`config.mk`:
```
export PLATFORM = sky130hd
export DESIGN_NAME = control_sequencer
export DESIGN_NICKNAME = d
export VERILOG_FILES = /design/src/rtl/control_sequencer.sv
export SDC_FILE = /design/constraint.sdc
export NUM_CORES = 1
export LEC_CHECK = 0
export CORE_MARGIN = 3
export CORE_UTILIZATION = 41
export DETAILED_ROUTE_END_ITERATION = 8
export GPL_TIMING_DRIVEN = 0
export PLACE_DENSITY_LB_ADDON = 0.12
export SLEW_MARGIN = 15
export SYNTH_ARGS = -nofsm -noshare
export SYNTH_HDL_FRONTEND = slang
export SYNTH_SLANG_ARGS = --single-unit
```
`constraint.sdc`:
```
create_clock -name uDataPath_CLOCK_50 -period 3.65 [get_ports uDataPath_CLOCK_50]
set_clock_uncertainty 0.05 [all_clocks]
set_input_delay 0.73 -clock uDataPath_CLOCK_50 [delete_from_list [all_inputs] [get_ports uDataPath_CLOCK_50]]
set_output_delay 0.73 -clock uDataPath_CLOCK_50 [all_outputs]
set_load 0.005 [all_outputs]
```
`src/rtl/control_sequencer.sv`:
```
// control_sequencer: fetch/decode/execute sequencer that drives the scratchpad
// register-file selects, the ALU and C-bus controls, and the memory handshake.

// Structural invariants of the sequencer outputs, kept apart from the datapath logic.
module control_sequencer_checker (
    input logic       clk,
    input logic       rst,
    input logic [3:0] stateCode,
    input logic [3:0] decoderSel,
    input logic       memReq,
    input logic       memWe,
    input logic       illegal
);

    storeNeedsReq: assert property (@(posedge clk) disable iff (rst) memWe |-> memReq);
    decoderCodeValid: assert property (@(posedge clk) disable iff (rst) decoderSel < 4'd14);
    stateCodeValid: assert property (@(posedge clk) disable iff (rst) stateCode <= 4'd9);
    illegalOnlyInHalt: assert property (@(posedge clk) disable iff (rst) illegal |-> (stateCode == 4'd9));

endmodule

module control_sequencer #(
    parameter int DATAWIDTH_BUS_REG_IR        = 5,
    parameter int DATAWIDTH_BUS_REG_IR_OP     = 8,
    parameter int DATAWIDTH_DECODER_SELECTION = 4,
    parameter int DATAWIDTH_MUX_SELECTION     = 4
) (
    input  logic                                   uDataPath_CLOCK_50,
    input  logic                                   uDATAPATH_RESET_InHigh,
    input  logic [DATAWIDTH_BUS_REG_IR_OP-1:0]     Scratchpath_Reg_IR_OP,
    input  logic [DATAWIDTH_BUS_REG_IR-1:0]        Scratchpath_Reg_IR_RS1,
    input  logic [DATAWIDTH_BUS_REG_IR-1:0]        Scratchpath_Reg_IR_RS2,
    input  logic [DATAWIDTH_BUS_REG_IR-1:0]        Scratchpath_Reg_IR_RD,
    input  logic                                   Scratchpath_Reg_IR_IR13,
    input  logic                                   Mem_Ack,
    output logic [DATAWIDTH_DECODER_SELECTION-1:0] Selector_Decoder_Wire,
    output logic [DATAWIDTH_MUX_SELECTION-1:0]     Selector_MUX_A_Wire,
    output logic [DATAWIDTH_MUX_SELECTION-1:0]     Selector_MUX_B_Wire,
    output logic [3:0]                             ALU_Op,
    output logic [1:0]                             B_Src_Sel,
    output logic                                   C_Src_Sel,
    output logic                                   Mem_Req,
    output logic                                   Mem_WE,
    output logic                                   Illegal_Instr,
    output logic [3:0]                             State_Out
);

    typedef enum logic [3:0] {
        IDLE     = 4'd0,
        FETCH    = 4'd1,
        INC      = 4'd2,
        DECODE   = 4'd3,
        EXEC_ALU = 4'd4,
        MEM_ADDR = 4'd5,
        LD_REQ   = 4'd6,
        ST_REQ   = 4'd7,
        EXEC_BR  = 4'd8,
        HALT     = 4'd9
    } state_t;

    localparam int FIELD_HI = DATAWIDTH_BUS_REG_IR - 1;

    localparam logic [DATAWIDTH_MUX_SELECTION-1:0]     MUX_PC     = 4'd8;
    localparam logic [DATAWIDTH_MUX_SELECTION-1:0]     MUX_TEMP0  = 4'd9;
    localparam logic [DATAWIDTH_DECODER_SELECTION-1:0] DEC_NONE   = 4'd0;
    localparam logic [DATAWIDTH_DECODER_SELECTION-1:0] DEC_PC     = 4'd8;
    localparam logic [DATAWIDTH_DECODER_SELECTION-1:0] DEC_TEMP0  = 4'd9;
    localparam logic [DATAWIDTH_DECODER_SELECTION-1:0] DEC_IR     = 4'd13;

    localparam logic [3:0] ALU_ADD      = 4'd0;
    localparam logic [1:0] BSRC_BUSB    = 2'd0;
    localparam logic [1:0] BSRC_SIMM13  = 2'd1;
    localparam logic [1:0] BSRC_FOUR    = 2'd2;
    localparam logic [1:0] BSRC_DISP22  = 2'd3;

    state_t state_r;
    state_t nextState_s;

    logic [DATAWIDTH_DECODER_SELECTION-1:0] decoder_r;
    logic [DATAWIDTH_MUX_SELECTION-1:0]     muxA_r;
    logic [DATAWIDTH_MUX_SELECTION-1:0]     muxB_r;
    logic [3:0]                             aluOp_r;
    logic [1:0]                             bSrc_r;
    logic                                   cSrc_r;
    logic                                   memReq_r;
    logic                                   memWe_r;
    logic                                   ackGate_r;
    logic                                   illegal_r;

    logic [DATAWIDTH_DECODER_SELECTION-1:0] nDecoder_s;
    logic [DATAWIDTH_MUX_SELECTION-1:0]     nMuxA_s;
    logic [DATAWIDTH_MUX_SELECTION-1:0]     nMuxB_s;
    logic [3:0]                             nAluOp_s;
    logic [1:0]                             nBSrc_s;
    logic                                   nCSrc_s;
    logic                                   nMemReq_s;
    logic                                   nMemWe_s;
    logic                                   nAckGate_s;

    logic isBr_s;
    logic isAlu_s;
    logic isLd_s;
    logic isSt_s;
    logic fieldsOk_s;

    logic [DATAWIDTH_MUX_SELECTION-1:0]     rs1Code_s;
    logic [DATAWIDTH_MUX_SELECTION-1:0]     rs2Code_s;
    logic [DATAWIDTH_MUX_SELECTION-1:0]     rdMuxCode_s;
    logic [DATAWIDTH_DECODER_SELECTION-1:0] rdDecCode_s;

    assign rs1Code_s   = Scratchpath_Reg_IR_RS1[DATAWIDTH_MUX_SELECTION-1:0];
    assign rs2Code_s   = Scratchpath_Reg_IR_RS2[DATAWIDTH_MUX_SELECTION-1:0];
    assign rdMuxCode_s = Scratchpath_Reg_IR_RD[DATAWIDTH_MUX_SELECTION-1:0];
    assign rdDecCode_s = Scratchpath_Reg_IR_RD[DATAWIDTH_DECODER_SELECTION-1:0];

    // Instruction classification; only g0..g7 are legal operand registers.
    assign isBr_s     = (Scratchpath_Reg_IR_OP[7:6] == 2'b00);
    assign isAlu_s    = (Scratchpath_Reg_IR_OP[7:6] == 2'b10) && (Scratchpath_Reg_IR_OP[5:0] <= 6'd4);
    assign isLd_s     = (Scratchpath_Reg_IR_OP == 8'hC0);
    assign isSt_s     = (Scratchpath_Reg_IR_OP == 8'hC4);
    assign fieldsOk_s = ~|Scratchpath_Reg_IR_RS1[FIELD_HI:3]
                      & ~|Scratchpath_Reg_IR_RD[FIELD_HI:3]
                      & (Scratchpath_Reg_IR_IR13 | ~|Scratchpath_Reg_IR_RS2[FIELD_HI:3]);

    // Next-state selection.
    always_comb begin
        nextState_s = state_r;
        case (state_r)
            IDLE:     nextState_s = FETCH;
            FETCH:    nextState_s = Mem_Ack ? INC : FETCH;
            INC:      nextState_s = DECODE;
            DECODE: begin
                if (isBr_s) begin
                    nextState_s = EXEC_BR;
                end else if (isAlu_s && fieldsOk_s) begin
                    nextState_s = EXEC_ALU;
                end else if ((isLd_s || isSt_s) && fieldsOk_s) begin
                    nextState_s = MEM_ADDR;
                end else begin
                    nextState_s = HALT;
                end
            end
            EXEC_ALU: nextState_s = FETCH;
            MEM_ADDR: nextState_s = isLd_s ? LD_REQ : ST_REQ;
            LD_REQ:   nextState_s = Mem_Ack ? FETCH : LD_REQ;
            ST_REQ:   nextState_s = Mem_Ack ? FETCH : ST_REQ;
            EXEC_BR:  nextState_s = FETCH;
            HALT:     nextState_s = HALT;
            default:  nextState_s = IDLE;
        endcase
    end

    // Output values for the state being entered, so every control leaves a flop.
    always_comb begin
        nDecoder_s = DEC_NONE;
        nMuxA_s    = 4'd0;
        nMuxB_s    = 4'd0;
        nAluOp_s   = ALU_ADD;
        nBSrc_s    = BSRC_BUSB;
        nCSrc_s    = 1'b0;
        nMemReq_s  = 1'b0;
        nMemWe_s   = 1'b0;
        nAckGate_s = 1'b0;
        case (nextState_s)
            FETCH: begin
                nMuxA_s    = MUX_PC;
                nMemReq_s  = 1'b1;
                nCSrc_s    = 1'b1;
                nDecoder_s = DEC_IR;
                nAckGate_s = 1'b1;
            end
            INC: begin
                nMuxA_s    = MUX_PC;
                nBSrc_s    = BSRC_FOUR;
                nDecoder_s = DEC_PC;
            end
            EXEC_ALU: begin
                nMuxA_s    = rs1Code_s;
                nAluOp_s   = {1'b0, Scratchpath_Reg_IR_OP[2:0]};
                nDecoder_s = rdDecCode_s;
                if (Scratchpath_Reg_IR_IR13) begin
                    nBSrc_s = BSRC_SIMM13;
                end else begin
                    nMuxB_s = rs2Code_s;
                end
            end
            MEM_ADDR: begin
                nMuxA_s    = rs1Code_s;
                nDecoder_s = DEC_TEMP0;
                if (Scratchpath_Reg_IR_IR13) begin
                    nBSrc_s = BSRC_SIMM13;
                end else begin
                    nMuxB_s = rs2Code_s;
                end
            end
            LD_REQ: begin
                nMuxA_s    = MUX_TEMP0;
                nMemReq_s  = 1'b1;
                nCSrc_s    = 1'b1;
                nDecoder_s = rdDecCode_s;
                nAckGate_s = 1'b1;
            end
            ST_REQ: begin
                nMuxA_s   = MUX_TEMP0;
                nMuxB_s   = rdMuxCode_s;
                nMemReq_s = 1'b1;
                nMemWe_s  = 1'b1;
            end
            EXEC_BR: begin
                nMuxA_s    = MUX_PC;
                nBSrc_s    = BSRC_DISP22;
                nDecoder_s = DEC_PC;
            end
            IDLE, DECODE, HALT: begin
                nDecoder_s = DEC_NONE;
            end
            default: begin
                nDecoder_s = DEC_NONE;
            end
        endcase
    end

    // State and registered control outputs; reset returns everything to idle.
    always_ff @(posedge uDataPath_CLOCK_50) begin
        if (uDATAPATH_RESET_InHigh) begin
            state_r   <= IDLE;
            decoder_r <= DEC_NONE;
            muxA_r    <= 4'd0;
            muxB_r    <= 4'd0;
            aluOp_r   <= ALU_ADD;
            bSrc_r    <= BSRC_BUSB;
            cSrc_r    <= 1'b0;
            memReq_r  <= 1'b0;
            memWe_r   <= 1'b0;
            ackGate_r <= 1'b0;
            illegal_r <= 1'b0;
        end else begin
            state_r   <= nextState_s;
            decoder_r <= nDecoder_s;
            muxA_r    <= nMuxA_s;
            muxB_r    <= nMuxB_s;
            aluOp_r   <= nAluOp_s;
            bSrc_r    <= nBSrc_s;
            cSrc_r    <= nCSrc_s;
            memReq_r  <= nMemReq_s;
            memWe_r   <= nMemWe_s;
            ackGate_r <= nAckGate_s;
            illegal_r <= illegal_r | (nextState_s == HALT);
        end
    end

    // Reads only land in the Ack cycle; a reset in that cycle suppresses the write.
    assign Selector_Decoder_Wire = (ackGate_r && (!Mem_Ack || uDATAPATH_RESET_InHigh)) ? DEC_NONE : decoder_r;
    assign Selector_MUX_A_Wire   = muxA_r;
    assign Selector_MUX_B_Wire   = muxB_r;
    assign ALU_Op                = aluOp_r;
    assign B_Src_Sel             = bSrc_r;
    assign C_Src_Sel             = cSrc_r;
    assign Mem_Req               = memReq_r;
    assign Mem_WE                = memWe_r;
    assign Illegal_Instr         = illegal_r;
    assign State_Out             = state_r;

    control_sequencer_checker u_checker (
        .clk        (uDataPath_CLOCK_50),
        .rst        (uDATAPATH_RESET_InHigh),
        .stateCode  (State_Out),
        .decoderSel (Selector_Decoder_Wire),
        .memReq     (Mem_Req),
        .memWe      (Mem_WE),
        .illegal    (Illegal_Instr)
    );

endmodule

```
==> metrics <==
largest net degree at the start of global routing=15; multi-input logic area=600.6 um2; DRT Pass-1 Iters=4; DR vias/cell=5.463; Post-route DRC=0; Post-synth ARST share=0; CP Launch Type=primary input; YS warnings=0; Pleak=0.6503 nW; post-synthesis sequential area ratio=0.4315; fin crit share=0.8678; sequential share of power=0.553; core area=2590 um2; Worst Setup SP=Mem_Ack; total design power=0.5214 mW; minimum clock period=3.167 ns; Post-CTS Setup Repair Bufs=0; sum of negative setup slack=0 ns; post-route cell area=1735 um2; Post-DP Area=1708 um2; CTS Hold Bufs=0; Max H-tree Level=1; total CTS buffers=3; depth of the worst register-to-register path=6; syn nets=156; Placement Rows=18; Initial Util=0.4478; worst setup path end=Selector_Decoder_Wire[3]; syn_area_per_cell=8.991 um2; Post-Synthesis Cells=129; initial DRC count=26; max-cap viol count=0; crit path max fanout=7; Reg2Reg Launch Point=State_Out[0]$_SDFF_PP0_; CTS resizes=0; vias in the first global route=1,122; layout cells sized above 1=0.08696; IO Count=53; fill count=219; final core occ=0.6700; clock latency on the worst-skew pair=0.31 ns; root buf cell=clkbuf_4; flop2flop setup slack=1.68 ns; Routed Antenna Nets=0; mapped cell area=1160 um2; Reg area=500.5 um2; antenna violations before repair=0; HPWL Detailed=2418 um; CTS Sinks=25; cell count after placement=210; Longest Clk Path Bufs=2; total grt overflow=0; RSZ-0062 raised after global routing=no; Yosys cell types=40; clk slew on worst S/H paths=0.13 ns; Final nets=212; Internal Pwr Total=0.3873 mW; power per cell area=300.5 nW/um2; fmax=315.7 MHz; via count=1,169; Routed WL=3010 um; combinational power share=0.210; Critical Path RT=2.87 ns; Finished Layout Cells=214; area leader, netlist=dfxtp_1; n_diodes=0; first-pass GRT wire length=5175 um; final setup fails=0; VDD IR-drop max=0.2209 mV; Sw Ratio=0.2572; DP Worst Slack=0.4943 ns; total track usage=0.1912; Synth top area share=0.4315; CP Capture Type=primary output; routability cong.=0.8182; Die H=59.19 um; Slew Viols, Final=0; WP data arrival=2.39 ns; Psw=0.1341 mW; Final Hold Violating Endpoints=0; CTS tree=yes; Die Wd=59.19 um; number of enable flip-flop cells after synthesis=0; clock power share=0.237; Hold WC Path Type=reg2reg; synthesized flop and latch total=25; Synth top cells by count=dfxtp_1, and2_1, nor2_1, o21ai_0; Setup Crit Path Kind=in2out; most common cell in the netlist=dfxtp_1; Synth area leaders=dfxtp_1, and2_1, o21a_1; port bufs=51; WHS=0.4451 ns; prevailing post-synth register cell=dfxtp_1; Area growth syn-to-layout=49.62%; WL per Instance=14.07 um; Critical R2R Capture=ackGate_r$_SDFF_PP0_; die area=3503 um2; status=complete, no violations; Setup WS post-layout=0.4825 ns
-- logic make-up (layout without fill, tap and decap cells) --
family                 Yosys count  in the layout  share of synthesized area
AOI/OAI and AO/OA               40             40                     0.2395
buffers and inverters           13             68                    0.05070
DFF                             25             25                     0.4315
other                            1              1                   0.003233
and+or+nand+nor                 50             50                     0.2751
-- state kept, by name (all words and copies together) (netlist names) --
| register | cells |
|---|---|
| Selector_MUX_A_Wire | 4 |
| Mem_Req | 1 |
| State_Out | 4 |
| ackGate_r | 1 |
| decoder_r | 4 |
| ALU_Op | 3 |
| Mem_WE | 1 |
| Selector_MUX_B_Wire | 4 |
| Illegal_Instr | 1 |
| B_Src_Sel | 2 |
-- worst min path at each step --
stage                                         from                        to  slack, ns  cells past startpoint
after detailed placement  Illegal_Instr$_SDFF_PP0_  Illegal_Instr$_SDFF_PP0_       0.42                      1
after global placement    Illegal_Instr$_SDFF_PP0_  Illegal_Instr$_SDFF_PP0_       0.41                      1
final                     Illegal_Instr$_SDFF_PP0_  Illegal_Instr$_SDFF_PP0_       0.45                      1
after global routing      Illegal_Instr$_SDFF_PP0_  Illegal_Instr$_SDFF_PP0_       0.46                      1
after floorplan           Illegal_Instr$_SDFF_PP0_  Illegal_Instr$_SDFF_PP0_       0.41                      1
after CTS                 Illegal_Instr$_SDFF_PP0_  Illegal_Instr$_SDFF_PP0_       0.45                      1
-- worst max-delay path: stages --
cell	delay [ns]
clkdlybuf4s50_1	0.60
inv_1	0.11
o21ai_0	0.28
and2_1	0.17
clkdlybuf4s50_1	0.50
-- cell usage in the layout, fill, tap and decap left out, types with 2 or more instances in the layout --
master | synthesis | final
a22o_1 | 3 | 3
clkdlybuf4s50_1 | 0 | 51
nor2b_1 | 2 | 2
nor3_1 | 2 | 2
nor2_1 | 7 | 7
o21a_1 | 5 | 5
nand3_1 | 4 | 4
nand2b_1 | 4 | 4
and4_1 | 2 | 2
a31o_2 | 2 | 2
and2_1 | 9 | 9
buf_2 | 5 | 5
dfxtp_1 | 25 | 25
nand4_1 | 4 | 4
o21ai_0 | 7 | 7
and3_1 | 3 | 3
a21oi_1 | 6 | 6
o22ai_1 | 3 | 3
nand2_1 | 4 | 4
inv_1 | 6 | 6
clkbuf_4 | 0 | 3
a31oi_1 | 4 | 4
o211ai_1 | 2 | 2
nor3b_1 | 2 | 2
-- power groups by stage --
stage | Combinational (mW) | Sequential, mW | Clock [mW]
6_report | 0.109 | 0.288 | 0.124
5_1_grt | 0.120 | 0.290 | 0.139
4_1_cts | 0.110 | 0.288 | 0.125
3_5_place_dp | 0.109 | 0.294 | 0
3_3_place_gp | 0.107 | 0.294 | 0
2_1_floorplan | 0.0438 | 0.294 | 0
-- layer usage --
metal	GRT usage	share of wire	vias up
li1	-	-	586
met1	0.2349	0.43	544
met2	0.3432	0.51	35
met3	0.03704	0.055	4
met4	0.03883	0.0093	0
met5	0	0	-
-- layout make-up --
class	instances	area share
inverters	6	0.01298
clock inverters	1	0.002884
multi-input cells	91	0.3461
clock buffers	3	0.01298
repair buffers	51	0.2942
flip-flops and latches	25	0.2884
well taps	30	0.02163
plain buffers	7	0.02091
Power figures use the tool's default switching activity.
==> RTL edit (same flow settings) <==
Set the parameter `DATAWIDTH_MUX_SELECTION` to 5 (it was 4).
--- a/src/rtl/control_sequencer.sv
+++ b/src/rtl/control_sequencer.sv
@@ -24,5 +24,5 @@
     parameter int DATAWIDTH_BUS_REG_IR_OP     = 8,
     parameter int DATAWIDTH_DECODER_SELECTION = 4,
-    parameter int DATAWIDTH_MUX_SELECTION     = 4
+    parameter int DATAWIDTH_MUX_SELECTION     = 5
 ) (
     input  logic                                   uDataPath_CLOCK_50,
Interface: changed (resized Selector_MUX_A_Wire and Selector_MUX_B_Wire); port bits go from 53 to 55. The function was not compared with the original's and may differ.
==> RTL edit against the unedited design <==
Hold slack worse by 0.037 ns. Cell area increased by 5.0%. Via count is 8.3% lower. Routed wire length rose by 0.70%. Synthesized area grew 5.2%. Worst setup slack got worse by 0.32 ns. Clock power up 3%. Critical path depth unchanged. Total power increased by 12%. Sequential cell count increased by 2. Critical path type unchanged. Critical endpoint unchanged. Largest power group unchanged.
==> RTL edit: results (changes against the unedited design) <==
| Metric | Value |
|---|---|
| RR Endpoint | ALU_Op[1] (was ackGate_r) |
| Sw Pwr | 0.151 mW (was 0.134 mW) |
| M3 GR Usage | 4.04% (was 3.70%) |
| Fill count | 241 (was 219) |
| Wire length on met3 | 138 µm (was 166 µm) |
| Worst hold path type | flip-flop to flip-flop (unchanged) |
| Status | completed (unchanged) |
| Post-place setup slack | 0.174 ns (was 0.494 ns) |
| Worst r2r src | State_Out[1] (was State_Out[0]) |
| Critical Path Fanout Max | 10 (was 7) |
| DR WL met2 | 1510 µm (was 1530 µm) |
| Clock Pin Slew Worst Setup and Hold Paths | 0.15 ns (was 0.13 ns) |
| Drt initial violations | 11 (was 26) |
| First-pass GRT wire length | 4710 µm (was 5180 µm) |
| Post-synthesis sequential area ratio | 44.3% (was 43.1%) |
| Top cells by count, synth | 27 x dfxtp_1, 11 x and2_1, 7 x nor2_1, 6 x a21oi_1 (was 25 x dfxtp_1, 9 x and2_1, 7 x nor2_1, 7 x o21ai_0) |
| Post-DP HPWL | 2440 µm (was 2420 µm) |
| VDD IR max | 263 µV (was 221 µV) |
| Share of layout cells above drive strength 1 | 14.3% (was 8.70%) |
| FF-to-FF path depth | 6 (unchanged) |
| Total Wirelength | 3030 µm (was 3010 µm) |
| Largest net degree at the start of global routing | 17 (was 15) |
| Met1 Usage GRT | 22.2% (was 23.5%) |
| Library cells used by synthesis | 47 (was 40) |
| Leak pwr | 0.678 nW (was 0.650 nW) |
| Dpl cell area | 1790 µm² (was 1710 µm²) |
| Mean Syn Cell Area | 10.4 µm² (was 8.99 µm²) |
| Worst path arrival time | 2.71 ns (was 2.39 ns) |
| Routed length on met1 | 1370 µm (was 1280 µm) |
| Met2 Use GR | 30.2% (was 34.3%) |
| GPL Wtd Cong | 0.864 (was 0.818) |
| Area contributors post-synth | dfxtp_1 44%, and2_1 5.6%, buf_6 2.8% (was dfxtp_1 43%, and2_1 4.9%, o21a_1 3.2%) |
| R2r setup slk | 1.76 ns (was 1.68 ns) |
| Vias per cell | 5.20 (was 5.46) |
| Hold Path Stages | 2 (was 1) |
| Vias in the first global route | 994 (was 1122) |
| Final cell count without fillers | 206 (was 214) |
| DP Cell Count | 202 (was 210) |
| GRT Util Overall | 17.3% (was 19.1%) |
| Hold WS | 0.408 ns (was 0.445 ns) |
| Buffers on Ports | 53 (was 51) |
==> RTL edit: worst max-delay path, cell delays in order <==
cell and delay, ns:
clkdlybuf4s50_1 0.62, clkbuf_1 0.43, o21ai_0 0.27, and2_1 0.22, clkdlybuf4s50_1 0.43
==> RTL edit: logic make-up after synthesis <==
group	share of synthesized area [%]
other cells	0.307
compound gates	24.6
flops	44.3
simple gates	25.8
buf+inv	4.92
==> RTL edit: cell type report <==
cell class                 instances  area, µm²  share of cell area [%]
buffer                             5       45.0                    2.47
clock buffer                       3       22.5                    1.24
clock inverter                     1       7.51                   0.412
inverter                           4       15.0                   0.824
multi-input combinational         82        623                    34.2
sequential                        27        541                    29.6
tap                               31       38.8                    2.13
timing repair buffer              53        531                    29.1
==> RTL edit: worst max path at each step <==
stage                           startpoint                  endpoint
floorplan           uDATAPATH_RESET_InHigh  Selector_Decoder_Wire[0]
global placement    uDATAPATH_RESET_InHigh  Selector_Decoder_Wire[3]
detailed placement  uDATAPATH_RESET_InHigh  Selector_Decoder_Wire[3]
CTS                 uDATAPATH_RESET_InHigh  Selector_Decoder_Wire[3]
global route        uDATAPATH_RESET_InHigh  Selector_Decoder_Wire[3]
finish              uDATAPATH_RESET_InHigh  Selector_Decoder_Wire[3]
==> RTL edit: power by group through the flow <==
stage          clock network, mW  registers [mW]  logic [mW]
6_report                   0.128           0.315       0.140
5_1_grt                    0.148           0.316       0.153
4_1_cts                    0.134           0.315       0.141
3_5_place_dp                   0           0.321       0.140
3_3_place_gp                   0           0.321       0.139
2_1_floorplan                  0           0.321      0.0652
